**config.mk**
```make
export PLATFORM = sky130hd
export DESIGN_NAME = cnn_window_gen
export DESIGN_NICKNAME = d
export VERILOG_FILES = /design/src/rtl/cnn_window_gen_pkg.sv /design/src/rtl/cnn_line_buf.sv /design/src/rtl/cnn_window_gen.sv
export SDC_FILE = /design/constraint.sdc
export NUM_CORES = 1
export LEC_CHECK = 0
export CAP_MARGIN = 20
export CORE_UTILIZATION = 45
export DETAILED_ROUTE_END_ITERATION = 10
export PLACE_DENSITY = 0.62
export SLEW_MARGIN = 20
export SYNTH_ARGS = -nofsm -noshare
export SYNTH_HDL_FRONTEND = slang
export SYNTH_HIERARCHICAL = 1
export SYNTH_SLANG_ARGS = --single-unit
export TNS_END_PERCENT = 20
```
**constraint.sdc**
```tcl
create_clock -name clk -period 5 [get_ports clk]
set_input_delay 1 -clock clk [delete_from_list [all_inputs] [get_ports clk]]
set_output_delay 1 -clock clk [all_outputs]
set_load 0.02 [all_outputs]
```
**src/rtl/cnn_window_gen_pkg.sv**
```systemverilog
// cnn_window_gen_pkg: window geometry shared with cnn_core, plus the frame size and counter widths.
package cnn_window_gen_pkg;

   localparam int CI     = 4;
   localparam int KX     = 3;
   localparam int KY     = 3;
   localparam int I_F_BW = 8;
   localparam int IMG_W  = 8;
   localparam int IMG_H  = 8;

   localparam int COL_BW = $clog2(IMG_W);
   localparam int ROW_BW = $clog2(IMG_H);
   localparam int PIX_BW = CI * I_F_BW;
   localparam int WIN_BW = PIX_BW * KX * KY;

   localparam logic [COL_BW-1:0] COL_MAX = COL_BW'(IMG_W - 1);
   localparam logic [ROW_BW-1:0] ROW_MAX = ROW_BW'(IMG_H - 1);

   typedef logic [PIX_BW-1:0] pix_t;
   typedef logic [WIN_BW-1:0] win_t;

   // LSB of sample (ci,ky,kx) in the cnn_core in_fmap packing
   function automatic int fmap_lsb(input int ci, input int ky, input int kx);
      return ((ci * KY + ky) * KX + kx) * I_F_BW;
   endfunction

endpackage

```
**src/rtl/cnn_line_buf.sv**
```systemverilog
// cnn_line_buf: one-row delay memory; the read at addr_i returns the sample written there one row ago.
module cnn_line_buf
   import cnn_window_gen_pkg::*;
(
   input  logic              clk,
   input  logic              we_i,
   input  logic [COL_BW-1:0] addr_i,
   input  pix_t              wr_data_i,
   output pix_t              rd_data_o
);

   pix_t mem_q [IMG_W];

   assign rd_data_o = mem_q[addr_i];

   always_ff @(posedge clk) begin
      if (we_i) mem_q[addr_i] <= wr_data_i;
   end

endmodule

```
**src/rtl/cnn_window_gen.sv**
```systemverilog
// cnn_window_gen: builds KY x KX sliding windows from a raster pixel stream for cnn_core.
// KY-1 chained line buffers supply the older rows of each new column; a shift array holds KX columns.
module cnn_window_gen
   import cnn_window_gen_pkg::*;
(
   input  logic              clk,
   input  logic              reset_n,
   input  logic              soft_reset_i,
   input  logic              in_valid_i,
   input  logic [PIX_BW-1:0] in_pixel_i,
   output logic              ot_valid_o,
   output logic [WIN_BW-1:0] ot_fmap_o,
   output logic              ot_last_o
);

   logic              beat;
   logic              col_wrap;
   logic [COL_BW-1:0] col_q, col_d;
   logic [ROW_BW-1:0] row_q, row_d;
   logic              valid_q, valid_d;
   logic              last_q, last_d;
   win_t              fmap_q, fmap_d;
   pix_t              lb_rd   [KY-1];
   pix_t              col_pix [KY];
   pix_t              win_q   [KY][KX];
   pix_t              win_d   [KY][KX];

   assign beat = in_valid_i & ~soft_reset_i;

   for (genvar j = 0; j < KY - 1; j++) begin : g_lb
      pix_t wr_data;
      if (j == 0) begin : g_head
         assign wr_data = in_pixel_i;
      end else begin : g_chain
         assign wr_data = lb_rd[j-1];
      end
      cnn_line_buf u_lb (
         .clk       (clk),
         .we_i      (beat),
         .addr_i    (col_q),
         .wr_data_i (wr_data),
         .rd_data_o (lb_rd[j])
      );
   end

   // Row gating and column gating together guarantee every shifted-in column is from the current row
   always_comb begin
      for (int ky = 0; ky < KY - 1; ky++) col_pix[ky] = lb_rd[KY-2-ky];
      col_pix[KY-1] = in_pixel_i;
      for (int ky = 0; ky < KY; ky++) begin
         for (int kx = 0; kx < KX - 1; kx++) win_d[ky][kx] = win_q[ky][kx+1];
         win_d[ky][KX-1] = col_pix[ky];
      end
      fmap_d = '0;
      for (int ci = 0; ci < CI; ci++)
         for (int ky = 0; ky < KY; ky++)
            for (int kx = 0; kx < KX; kx++)
               fmap_d[fmap_lsb(ci, ky, kx) +: I_F_BW] = win_d[ky][kx][ci*I_F_BW +: I_F_BW];
      col_wrap = col_q == COL_MAX;
      col_d    = col_wrap ? '0 : col_q + COL_BW'(1);
      row_d    = col_wrap ? ((row_q == ROW_MAX) ? '0 : row_q + ROW_BW'(1)) : row_q;
      valid_d  = beat && (row_q >= ROW_BW'(KY - 1)) && (col_q >= COL_BW'(KX - 1));
      last_d   = valid_d && col_wrap && (row_q == ROW_MAX);
   end

   always_ff @(posedge clk) begin
      if (beat) win_q <= win_d;
   end

   always_ff @(posedge clk or negedge reset_n) begin
      if (!reset_n) begin
         col_q   <= '0;
         row_q   <= '0;
         valid_q <= 1'b0;
         last_q  <= 1'b0;
         fmap_q  <= '0;
      end else if (soft_reset_i) begin
         col_q   <= '0;
         row_q   <= '0;
         valid_q <= 1'b0;
         last_q  <= 1'b0;
         fmap_q  <= '0;
      end else begin
         valid_q <= valid_d;
         last_q  <= last_d;
         if (beat) begin
            col_q <= col_d;
            row_q <= row_d;
         end
         if (valid_d) fmap_q <= fmap_d;
      end
   end

   assign ot_valid_o = valid_q;
   assign ot_last_o  = last_q;
   assign ot_fmap_o  = fmap_q;

endmodule

```
== Yosys cells after proc, flatten, opt, wreduce, memory -nomap -nowiden ==
Memories as Yosys holds them, arrays and structs flattened.
Index checks and enable logic that the tools add are counted.
W data, S select, Z words.

* Flip-flop bits (word level): 488
* Bits in latches: 0
* RAM bits: 512
* ROM bits: 0
* Input port bits: 36
* Output and inout port bits: 290
* Word-level logic and storage cells: 42
* Memories: 2

{| class="wikitable"
|+ Memories
! memory !! words !! bits a word !! read ports !! clocked after memory_dff !! write ports !! line !! source
|-
| g_lb[0].u_lb.mem_q || 8 || 32 || 1 || 0 || 1 || cnn_line_buf.sv:12 || <nowiki>pix_t mem_q [IMG_W];</nowiki>
|-
| g_lb[1].u_lb.mem_q || 8 || 32 || 1 || 0 || 1 || cnn_line_buf.sv:12 ||
|}

* Add/sub/neg operators: 2
* Multipliers: 0
* Div/mod/pow operators: 0
* Order comparisons: 2
* Equality and inequality tests: 2
* Shift operators: 0
* Muxes and demuxes: 13
* Bitwise logic cells: 2
* Reductions and logical operators: 8

{| class="wikitable"
|+ Operators with widths
! kind !! number
|-
| $mux W288 || 2
|-
| $mux W3 || 7
|-
| $add A3 B1 Y3 const B || 2
|-
| $eq A3 B3 Y1 const B || 2
|-
| $ge A3 B2 Y1 const B || 2
|-
| $reduce_bool A2 Y1 || 3
|-
| $logic_and A1 B1 Y1 || 4
|-
| $mux W1 || 4
|-
| $reduce_and A2 Y1 || 1
|-
| $and A1 B1 Y1 || 1
|-
| $not A1 Y1 || 1
|}

== Longest topological paths before layout ==
Gate-level depths: netlist (run 1).

* Depth in word-level cells: 7
* Gate-level depth with buffers: 8
* Mapped depth without buffers: 5

== By module ==
The synthesis (run 1) kept the hierarchy.

{| class="wikitable"
|+ By module, submodules not included
! module !! instances !! cells an instance !! area each (µm²) !! seq. area each (µm²)
|-
| cnn_line_buf || 2 || 421 || 9859.5 || 7687.4
|-
| cnn_window_gen || 1 || 1160 || 19194.7 || 13172.6
|}

== Worst setup path before layout (run 1) ==
Ideal clock, no wire load.

* Path kind: in2reg
* Start: in in_valid_i
* End: mem g_lb[0].u_lb/mem_q[4][0] (netlist name) (enable)
* Setup time: 461 ps
* Data arrival time: 9237 ps
* Data required time: 4539 ps
* Slack: -4698 ps
* Stages on the path: 4
* Path buffers: 1
* Cell sequence: buf_2 nor2b_2 nand2_1 nor3_1

* Cells in the longest elaborated chain, start to end: 3

{| class="wikitable"
|+ RTL lines
! what !! line !! source
|-
| start: declaration || cnn_window_gen.sv:9 || <nowiki>input logic in_valid_i,</nowiki>
|-
| $and A1 B1 Y1 || cnn_window_gen.sv:28 || <nowiki>assign beat = in_valid_i & ~soft_reset_i;</nowiki>
|-
| net beat || cnn_window_gen.sv:16 || <nowiki>logic beat;</nowiki>
|-
| $mux W1 || cnn_line_buf.sv:17 || <nowiki>if (we_i) mem_q[addr_i] <= wr_data_i;</nowiki>
|-
| $mux W1 (not written as such) || cnn_line_buf.sv:17 ||
|-
| end: declaration || cnn_line_buf.sv:12 ||
|}

The timed path passes the listed nets, and every way through them passes these cells.

==> results of run 1 <==
cell usage after synthesis (14+ instances only):
master	n
a21oi_1	14
buf_2	29
buf_6	22
clkbuf_1	41
dfrtp_1	296
edfxtp_1	704
mux2_2	248
mux2_4	100
mux2i_1	34
mux4_1	82
mux4_2	18
nor2_1	24
nor2b_1	292
state kept, by name (all words and copies together) (netlist names):
| signal | flops |
|---|---|
| ot_valid_o | 1 |
| col_q | 3 |
| ot_last_o | 1 |
| g_lb.u_lb/mem_q | 512 |
| fmap_d | 192 |
| row_q | 3 |
| ot_fmap_o | 288 |
how the worst min path moves through the flow:
stage	from	to	cells after the start
2_1_floorplan	fmap_d[8]	fmap_d[0]	0
3_5_place_dp	fmap_d[58]	fmap_d[50]	0
6_report	reset_n	ot_fmap_o[28]	1
5_1_grt	reset_n	ot_fmap_o[6]	1
4_1_cts	reset_n	ot_fmap_o[28]	1
3_3_place_gp	fmap_d[61]	fmap_d[53]	0
per-layer routing:
layer  routed length (um)  track usage, %
met5                    0               0
met3                 3227           2.443
met2                43360           33.19
met1                35540           25.58
met4                 1666           5.268
power by group through the flow:
stage / registers, uW / logic, uW / clock network [uW]
finish: 9200 / 744 / 7760
global route: 9210 / 803 / 8270
CTS: 9200 / 768 / 7940
detailed placement: 9370 / 766 / 0
global placement: 9360 / 753 / 0
floorplan: 9320 / 423 / 0
area by class of cell:
class,instances,area [um2]
tap,1144,1431
inverter,5,18.77
antenna,1,2.502
clock buffer,132,2880
fill,6667,38290
clock inverter,61,595.6
timing repair buffer,378,3799
multi-input combinational,889,9843
sequential,1000,28560
through the flow:
stage               std cells  setup TNS (ns)  utilization [%]
finish                   3610               0            55.18
floorplan                2002         -672.92                -
CTS                      3609               0            55.17
global route             3609               0            55.17
global placement         3416               0            51.10
detailed placement       3416               0            51.10
cells by family after synthesis:
family,count (synthesis),share of synthesized area [%]
compound gates,57,0.9260
buf+inv,113,1.743
simple gates,344,5.289
fa+ha+maj,6,0.1929
flops,1000,73.36
mux,482,18.49
==> results.md, run 1 <==
- Status: finished, final reports clean
- Wire per inst: between 20 and 25 um
- Skew-Pair Late Insertion Delay: 0.65 ns
- Longest Clk Path Bufs: 3
- Mapped Cells: around 2.0k
- Antenna violations before repair: 3
- Reg2Reg Setup Slack: about 1.7 ns
- Synthesis-stage register bit count: about 1.0k
- Die height: 296.1 um
- Crit-path max cell delay: ~1.1 ns
- Post-DP Area: 43,650 um2
- Hold_ws: between 0.3 and 0.4 ns
- Vias in the first global route: approximately 20k
- Resize count post-CTS: 0
- Seq/Total Area, Yosys: between 70 and 80%
- Share of layout cells above drive strength 1: between 20% and 30%
- Family with the most delay on the worst path: multiplexers
- Largest net degree at the start of global routing: 135
- Critical Path End: ot_fmap_o[167]
- Hold Crit Class: input port to asynchronous set/reset pin
- Post-CTS Setup Inserts: 0
- Detail Route Antenna Nets: 0
- Async set-or-reset flop fraction in the synthesized netlist: slightly below 30%
- Combinational fraction of design power: approximately 4.2%
- DRT iter0 DRCs: between 1k and 1.5k
- DP HPWL: 50.76 mm
- Port bufs: ~330
- Fin area: 47,130 um2
- Worst slew margin: 30.09%
- IO Pins: between 300 and 400
- Gpl congestion: 0.7438
- Final Cycle Share: roughly two thirds
- Power density cells: ~380 nW/um2
- Clk slew on worst S/H paths: about 0.06 ns
- First-pass GRT wire length: approximately 130 mm
- Max Cap Violations: 0
- Initial Util: a little under half
- Clock Skews: 0.02576 ns
- Static Leak: 0.01742 uW
- Power, Total: between 15,000 and 20,000 uW
- Worst-path maximum fanout: 60
- CP Data Arrival Time: approximately 3.8 ns
- RSZ-0062 raised after global routing: false
- Sw frac: around a fifth
- Startpoint types: register
- Switching power total: about 3700 uW
- Maximum vdd ir drop: 0.2865 mV
- Flop pwr share: between 50 and 60%
- Die X: between 200 and 300 um
- Clock network power share: a little over two fifths
- CTS root buffer: clkbuf_16
- Area contributors post-synth: edfxtp_1 (54%), dfrtp_1 (19%), mux2_2 (7.2%)
- Via count: 18.81k
- Hold_buf cts: 0
- Required @ worst endpoint: ~5.5 ns
- GRT Resource Usage Total: 19.20%
- Final worst path period need: ~3.3 ns
- Pre-CTS setup slack: around 1.3 ns
- Cells on worst reg2reg path: 4
- Yosys top cell by area: edfxtp_1
- Post-synth EDFFs: slightly above 700
- Netlist cell types: 34
- CTS tree: built
- Core Area: approximately 85,000 um2
- Drt via density: around 5.2
- Most frequent cells in the layout: edfxtp_1 (704), clkdlybuf4s50_1 (323), dfrtp_1 (293)
- Num CTS Buffers: between 100 and 150
- Rows: around 110
- Most common cell after layout, fill and taps aside: edfxtp_1
- Die Footprint: slightly below 90,000 um2
- Layout area overhead: 21.11%
- Syn Std Cell Area: about 39,000 um2
- CP bufs+invs: 1
- Syn. warnings: 6
- Critical-path top delay cell: dfrtp_4
- CP Depth: 4
- R2r endpoint: ot_fmap_o[167]
- Highest Clock Rate: 0.3030 GHz
- Post-synth top flop: edfxtp_1
- Post-route setup slack: between 1.5 and 2 ns
- CP dominant cell by count: mux2_2
- Clk sink count: 1,000
- Final Max Slew Viols: 0
- Final Hold Viols: 0
- CTS H-Tree Depth: 3
- Reg2Reg Launch Point: col_q[0]
- Int Power: roughly 14,000 uW
- Yosys top cell area share: 54.33%
- Worst Tran Pin Value: approximately 1.0 ns
- Crit path cell chain: buf_4, mux4_1, mux2_2, mux2_2
- Syn_nets: 2,044
- Nets: between 2k and 2.5k
- # DRC: 0
- Routed WL: around 84 mm
- Remaining Overflow, GRT: 0
- Crit path from: col_q[0]
- Kind of critical path: register to register
- Endpoint class of the critical path: register
- Syn_area_per_cell: slightly below 20 um2
- Final setup fails: 0
- First drt pass iteration count: 5
No activity file was read; power rests on OpenSTA's default activity.
==> run 2: changes to the inputs <==
==> constraint.sdc (replaced) <==
create_clock -name clk -period 3.4 [get_ports clk]
set_input_delay 0.68 -clock clk [delete_from_list [all_inputs] [get_ports clk]]
set_output_delay 0.68 -clock clk [all_outputs]
set_load 0.02 [all_outputs]
==> run 2 against run 1 <==
Via count fell by 0.11%; worst hold slack got worse by 0.30 ns; maximum frequency rose by 21%; combinational power rose by 52%; power rose by 45%; clock power rose by 43%; clock-buffer cell count rose by 11; flip-flop and latch count did not move; final area rose by 0.54%; global-route usage barely moved; cell count rose by 0.75%; setup slack got worse by 1.0 ns; critical path type unchanged; largest cell class unchanged; largest power group unchanged; highest routed layer unchanged.
==> results.md, run 2 (same netlist as run 1, synthesis figures left out) <==
- Final core occ: 55.47% (+0.30 points)
- Die height: 296.1 um (unchanged)
- Num CTS Buffers: 102 (-0.97%)
- R2r endpoint: ot_fmap_o[184]
- Clk slew on worst S/H paths: 0.06 ns (about the same)
- Crit path from: col_q[0]
- Antenna violations before repair: 3 (unchanged)
- RSZ-0062 raised after global routing: false
- Hold_ws: 0.03317 ns (-0.3033 ns)
- GR Layer Usage met2: 33.62% (+0.43 points)
- Worst Tran Pin Value: 1.054 ns (+0.01186 ns)
- Cells on worst reg2reg path: 4 (unchanged)
- Most common cell after layout, fill and taps aside: edfxtp_1
- Required @ worst endpoint: 3.93 ns (-1.60 ns)
- Reg2Reg Launch Point: col_q[0]
- DRT iter0 DRCs: 1,229 (+1.4%)
- Final Cycle Share: 80.47% (+14 points)
- Post-route setup slack: 0.6641 ns (-1.036 ns)
- Highest Clock Rate: 0.3655 GHz (+21%)
- Final worst path period need: 2.736 ns (-0.5644 ns)
- Nets: 2,443 (+0.99%)
- GRT Resource Usage Total: 19.18% (about the same)
- Layout fillers: 6,676 (+0.13%)
- Largest register FFs: 512 (unchanged)
- Crit-path max cell delay: 0.90 ns (-0.16 ns)
- DP HPWL: 50.91 mm (+0.30%)
- Reg2Reg Setup Slack: 0.66 ns (-1.04 ns)
- Initial Util: 45.56% (unchanged)
- Die X: 296.1 um (unchanged)
- M3 GR Usage: 2.548% (+0.10 points)
- Pre-CTS setup slack: 0.5324 ns (-0.8017 ns)
- Rows: 107 (unchanged)
- IO Pins: 326 (unchanged)
- Max Cap Violations: 0 (unchanged)
- Via count: 18.78k (-0.11%)
- Worst slew margin: 29.29% (-0.80 points)
- Gpl congestion: 0.7355 (-1.1%)
- Skew-Pair Late Insertion Delay: 0.65 ns (about the same)
- Most frequent cells in the layout: edfxtp_1 (704), clkdlybuf4s50_1 (323), dfrtp_1 (293)
- Fin area: 47,380 um2 (+0.54%)
- Maximum vdd ir drop: 0.3815 mV (+33%)
- CTS tree: built
- Kind of critical path: register to register
- Longest Clk Path Bufs: 3 (unchanged)
- Final Max Slew Viols: 0 (unchanged)
- Startpoint types: register
- Wire per inst: 22.89 um (-1.4%)
- Clk sink count: 1,000 (unchanged)
- Hold_buf cts: 0 (unchanged)
- Power density cells: 542.6 nW/um2 (+44%)
- Final Hold Viols: 0 (unchanged)
- Drt via density: 5.165 (-0.85%)
- Core Area: 85,410 um2 (unchanged)
- Met1 usage: 25.30% (-0.28 points)
- First-pass GRT wire length: 125.8 mm (+0.21%)
- Status: finished, final reports clean
- Detail Route Antenna Nets: 0 (unchanged)
- Die Footprint: 87,650 um2 (unchanged)
- Layout area overhead: 21.76%
- # DRC: 0 (unchanged)
- Hold Crit Class: input port to asynchronous set/reset pin
- CTS root buffer: clkbuf_16
- Biggest register: g_lb.u_lb/mem_q
- Multi-input logic area: 9843 um2 (unchanged)
- CTS H-Tree Depth: 3 (unchanged)
- Critical-path top delay cell: dfrtp_4
- Most Crowded Layer GR: met2
- Final setup fails: 0 (unchanged)
- Endpoint class of the critical path: register
- Port bufs: 325 (unchanged)
- Static Leak: 0.01754 uW (+0.72%)
- Routed WL: 83.27 mm (-0.63%)
- Clock Skews: 0.02777 ns (+0.002012 ns)
- CP Data Arrival Time: 3.26 ns (-0.57 ns)
- Reg area: 28,560 um2 (unchanged)
- Largest net degree at the start of global routing: 148 (+9.6%)
- Vias in the first global route: 20.09k (+1.2%)
- Crit path cell chain: buf_4, mux4_1, mux2_2, mux2_4
- First drt pass iteration count: 5 (unchanged)
- Share of layout cells above drive strength 1: 25.02% (+0.48 points)
- Resize count post-CTS: 0 (unchanged)
- Remaining Overflow, GRT: 0 (unchanged)
- Post-CTS Setup Inserts: 0 (unchanged)
- Post-DP Area: 44,040 um2 (+0.90%)
- Worst-path maximum fanout: 39 (-35%)
==> run 2: cell count changes in the layout (fill, tap and decap cells not counted) <==
cell / before / now
clkbuf_1: 13 / 26
buf_12: 11 / 27
clkbuf_8: 13 / 11
clkinv_2: 19 / 24
diode_2: 1 / 3
clkinv_4: 2 / 0
bufinv_16: 11 / 7
inv_6: 5 / 2
buf_4: 42 / 51
clkinvlp_4: 5 / 3
clkinv_1: 19 / 13
clkinv_8: 0 / 1
==> run 2: worst max-delay path, delay by kind of cell, from the launching register on <==
family | cells | cell delay, ns
buffers and inverters | 1 | 0.40
flip-flops | 1 | 0.90
multiplexers | 3 | 1.30
==> run 2: how the worst max path moves through the flow <==
stage | endpoint | cells past startpoint | slack (ns)
floorplan | g_lb[0].u_lb/mem_q[6][0] | 4 | -2.44
global placement | fmap_d[39] | 4 | 0.57
detailed placement | ot_fmap_o[176] | 6 | 0.53
CTS | ot_fmap_o[184] | 4 | 0.62
global route | ot_fmap_o[184] | 4 | 0.58
finish | ot_fmap_o[184] | 4 | 0.66
==> run 2: layer usage <==
layer	wire, um	up-vias
met5	0	-
met4	1314	0
met3	2868	92
met2	43480	360
met1	35610	9868
li1	-	8464
==> run 2: area by class of cell <==
| class | count | share of cell area, % |
|---|---|---|
| clock inverters | 50 | 0.9189 |
| repair buffers | 403 | 8.836 |
| multi-input cells | 889 | 20.77 |
| diodes | 3 | 0.01584 |
| clock buffers | 143 | 6.124 |
| flip-flops and latches | 1000 | 60.27 |
| well taps | 1144 | 3.021 |
| inverters | 5 | 0.03961 |
==> run 2: where the power goes <==
part | leakage, uW | switching, uW | internal [uW]
Combinational | 0.00534 | 757 | 373
Clock | 0.00165 | 4580 | 6480
Sequential | 0.0106 | 102 | 13400
Total | 0.0175 | 5440 | 20300
==> run 2: metrics by stage <==
stage | instances | TNS [ns] | total power (uW)
5_1_grt | 3635 | 0 | 26560
3_3_place_gp | 3441 | 0 | 14890
3_5_place_dp | 3441 | 0 | 14940
2_1_floorplan | 2002 | -1841.48 | 14340
4_1_cts | 3634 | 0 | 26000
6_report | 3637 | 0 | 25710
==> run 3: changes to the inputs <==
--- a/config.mk
+++ b/config.mk
@@ -8,7 +8,7 @@
 export CAP_MARGIN = 20
 export CORE_UTILIZATION = 45
 export DETAILED_ROUTE_END_ITERATION = 10
-export PLACE_DENSITY = 0.62
+export PLACE_DENSITY = 0.65
 export SLEW_MARGIN = 20
 export SYNTH_ARGS = -nofsm -noshare
 export SYNTH_HDL_FRONTEND = slang
==> constraint.sdc (replaced) <==
create_clock -name clk -period 2.3 [get_ports clk]
set_input_delay 0.46 -clock clk [delete_from_list [all_inputs] [get_ports clk]]
set_output_delay 0.46 -clock clk [all_outputs]
set_load 0.02 [all_outputs]
==> run 3 against run 2 <==
Setup slack lost 0.55 ns; power is 49% higher; sequential power is 47% higher; clock-buffer cell count is 7 higher; wire length rose by 0.23%; final area rose by 2.6%; worst hold slack improved by 0.28 ns; critical path type unchanged; sequential share of layout area decreased by 1.5 points; flip-flop and latch count unchanged; cell count up 2.5%; clock power rose by 49%; critical path depth rose by 5.
==> results.md, run 3 (same netlist as run 1, synthesis figures left out) <==
- Status: finished, final reports clean
- Detail Route Antenna Nets: 0 (unchanged)
- Vias in the first global route: 20.50k (+2.0%)
- CP Depth: 9 (+5)
- Cells on worst reg2reg path: 9 (+5)
- Layout fillers: 6,521 (-2.3%)
- Die height: 296.1 um (unchanged)
- Maximum vdd ir drop: 0.5513 mV (+45%)
- Via count: 19.11k (+1.7%)
- GRT Resource Usage Total: 19.23% (+0.048 points)
- Crit path from: col_q[0]
- Clock Skews: 0.01993 ns (-0.007838 ns)
- DR top layer: met4
- Clk sink count: 1,000 (unchanged)
- First drt pass iteration count: 4 (-1)
- Max Cap Violations: 0 (unchanged)
- Fin cells: 3,728 (+2.5%)
- Routed WL: 83.46 mm (+0.23%)
- CTS tree: built
- Skew-Pair Late Insertion Delay: 0.66 ns (about the same)
- Crit path cell chain: clkbuf_4, buf_4, nand2b_1, buf_4, o22ai_1, a21oi_1, o21ai_0, buf_4, mux2_2
- CP Data Arrival Time: 2.72 ns (-0.54 ns)
- WL met1: 34.96 mm (-1.8%)
- Final Cycle Share: 94.89% (+14 points)
- Nets: 2,537 (+3.8%)
- Metal2 WL: 43.60 mm (+0.28%)
- Worst Tran Pin Value: 0.6978 ns (-0.3558 ns)
- DRT iter0 DRCs: 1,107 (-9.9%)
- Multi-input logic area: 9858 um2 (+0.15%)
- Initial Util: 45.56% (unchanged)
- Highest Clock Rate: 0.4582 GHz (+25%)
- Remaining Overflow, GRT: 0 (unchanged)
- Final worst path period need: 2.182 ns (-0.5535 ns)
- Num CTS Buffers: 102 (unchanged)
- Kind of critical path: register to register
- Reg area: 28,560 um2 (unchanged)
- Worst slew margin: 53.48% (+24 points)
- Rows: 107 (unchanged)
- CTS root buffer: clkbuf_16
- DP HPWL: 53.46 mm (+5.0%)
- Layout area overhead: 24.95%
- Drt via density: 5.125 (-0.77%)
- Power density cells: 790.4 nW/um2 (+46%)
- Gpl congestion: 0.7712 (+4.9%)
- CTS H-Tree Depth: 3 (unchanged)
- # DRC: 0 (unchanged)
- CP bufs+invs: 4 (+3)
- Biggest register: g_lb.u_lb/mem_q
- Largest register FFs: 512 (unchanged)
- Final setup fails: 0 (unchanged)
- Share of layout cells above drive strength 1: 27.75% (+2.7 points)
- Startpoint types: register
- Core Area: 85,410 um2 (unchanged)
- Clk slew on worst S/H paths: 0.06 ns (about the same)
- Required @ worst endpoint: 2.84 ns (-1.09 ns)
- Metal3 WL: 3.125 mm (+9.0%)
- Die X: 296.1 um (unchanged)
- Most frequent cells in the layout: edfxtp_1 (704), clkdlybuf4s50_1 (323), dfrtp_1 (293)
- CP dominant cell by count: buf_4
- Worst-path maximum fanout: 10 (-74%)
- Critical-path top delay cell: dfrtp_4
- Largest net degree at the start of global routing: 83 (-44%)
- Pre-CTS setup slack: -0.1728 ns (-0.7052 ns)
- Post-route setup slack: 0.1176 ns (-0.5465 ns)
- Hold Crit Class: input port to asynchronous set/reset pin
- IO Pins: 326 (unchanged)
- Crit-path max cell delay: 0.48 ns (-0.42 ns)
- Final Hold Viols: 0 (unchanged)
- First-pass GRT wire length: 125.9 mm (about the same)
- Longest Clk Path Bufs: 3 (unchanged)
- Antenna violations before repair: 0 (-3)
- # diodes: 0 (-3)
- RSZ-0062 raised after global routing: false
- Family with the most delay on the worst path: buffers and inverters
- Static Leak: 0.01816 uW (+3.5%)
- Final Max Slew Viols: 0 (unchanged)
- Wire per inst: 22.39 um (-2.2%)
- Reg2Reg Launch Point: col_q[0]
- Port bufs: 325 (unchanged)
- Endpoint class of the critical path: register
- Most common cell after layout, fill and taps aside: edfxtp_1
- Post-Place Cells: 3,528 (+2.5%)
- Die Footprint: 87,650 um2 (unchanged)
run 3: cell types whose count changed in the layout (fill, tap and decap cells not counted), sizes merged:
cell / change
buf: +92
bufinv: +1
clkbuf: +8
clkinv: -13
diode: -3
dlygate4sd3: +1
inv: +5
run 3: per-stage QoR:
step                      power [uW]  cell area (um2)  setup TNS (ns)  hold slack [ns]  util (%)
after floorplan                21190            39010        -2716.20           0.1644         -
after detailed placement       22300            45130          -74.87           0.4246     52.84
final                          38430            48620               0           0.3096     56.92
after global placement         22230            45130          -60.21           0.4191     52.83
after global routing           39680            48620               0           0.3435     56.92
after CTS                      38840            48560               0           0.3072     56.85
run 3: cell type report:
cell class,count,area share (%)
Sequential cell,1000,58.74
Multi-Input combinational cell,889,20.28
Timing Repair Buffer,497,11.03
Clock buffer,150,6.014
Tap cell,1144,2.944
Clock inverter,43,0.9573
Inverter,5,0.03860
run 3: power by group:
group / switching, uW / total, uW / internal, uW
Combinational: 1210 / 1980 / 771
Clock: 6770 / 16500 / 9740
Sequential: 104 / 19900 / 19800
Total: 8090 / 38400 / 30300
run 3: worst paths after layout:
path	endpoint	slack, ns
min in group clk	fmap_d[279]	0.41
setup / recovery	ot_fmap_o[112]	0.12
setup reg to reg	ot_fmap_o[112]	0.12
hold / removal	ot_fmap_o[24]	0.31
hold reg to reg	fmap_d[100]	0.44
max in group asynchronous	ot_fmap_o[219]	1.24
run 3: per-layer routing:
layer | global-route usage (%) | vias to the layer above
met5 | 0 | -
met4 | 5.532 | 0
met3 | 2.668 | 120
met2 | 33.86 | 385
met1 | 24.82 | 9972
li1 | - | 8629
run 3: timing repair:
| action | CTS | global route |
|---|---|---|
| endpoints found under the hold margin | 33 | 0 |
| resized for setup | 3 | 3 |
| hold buffers | 1 | 0 |
| endpoints found under the setup margin | 59 | 54 |
| buffers inserted | 3 | 3 |
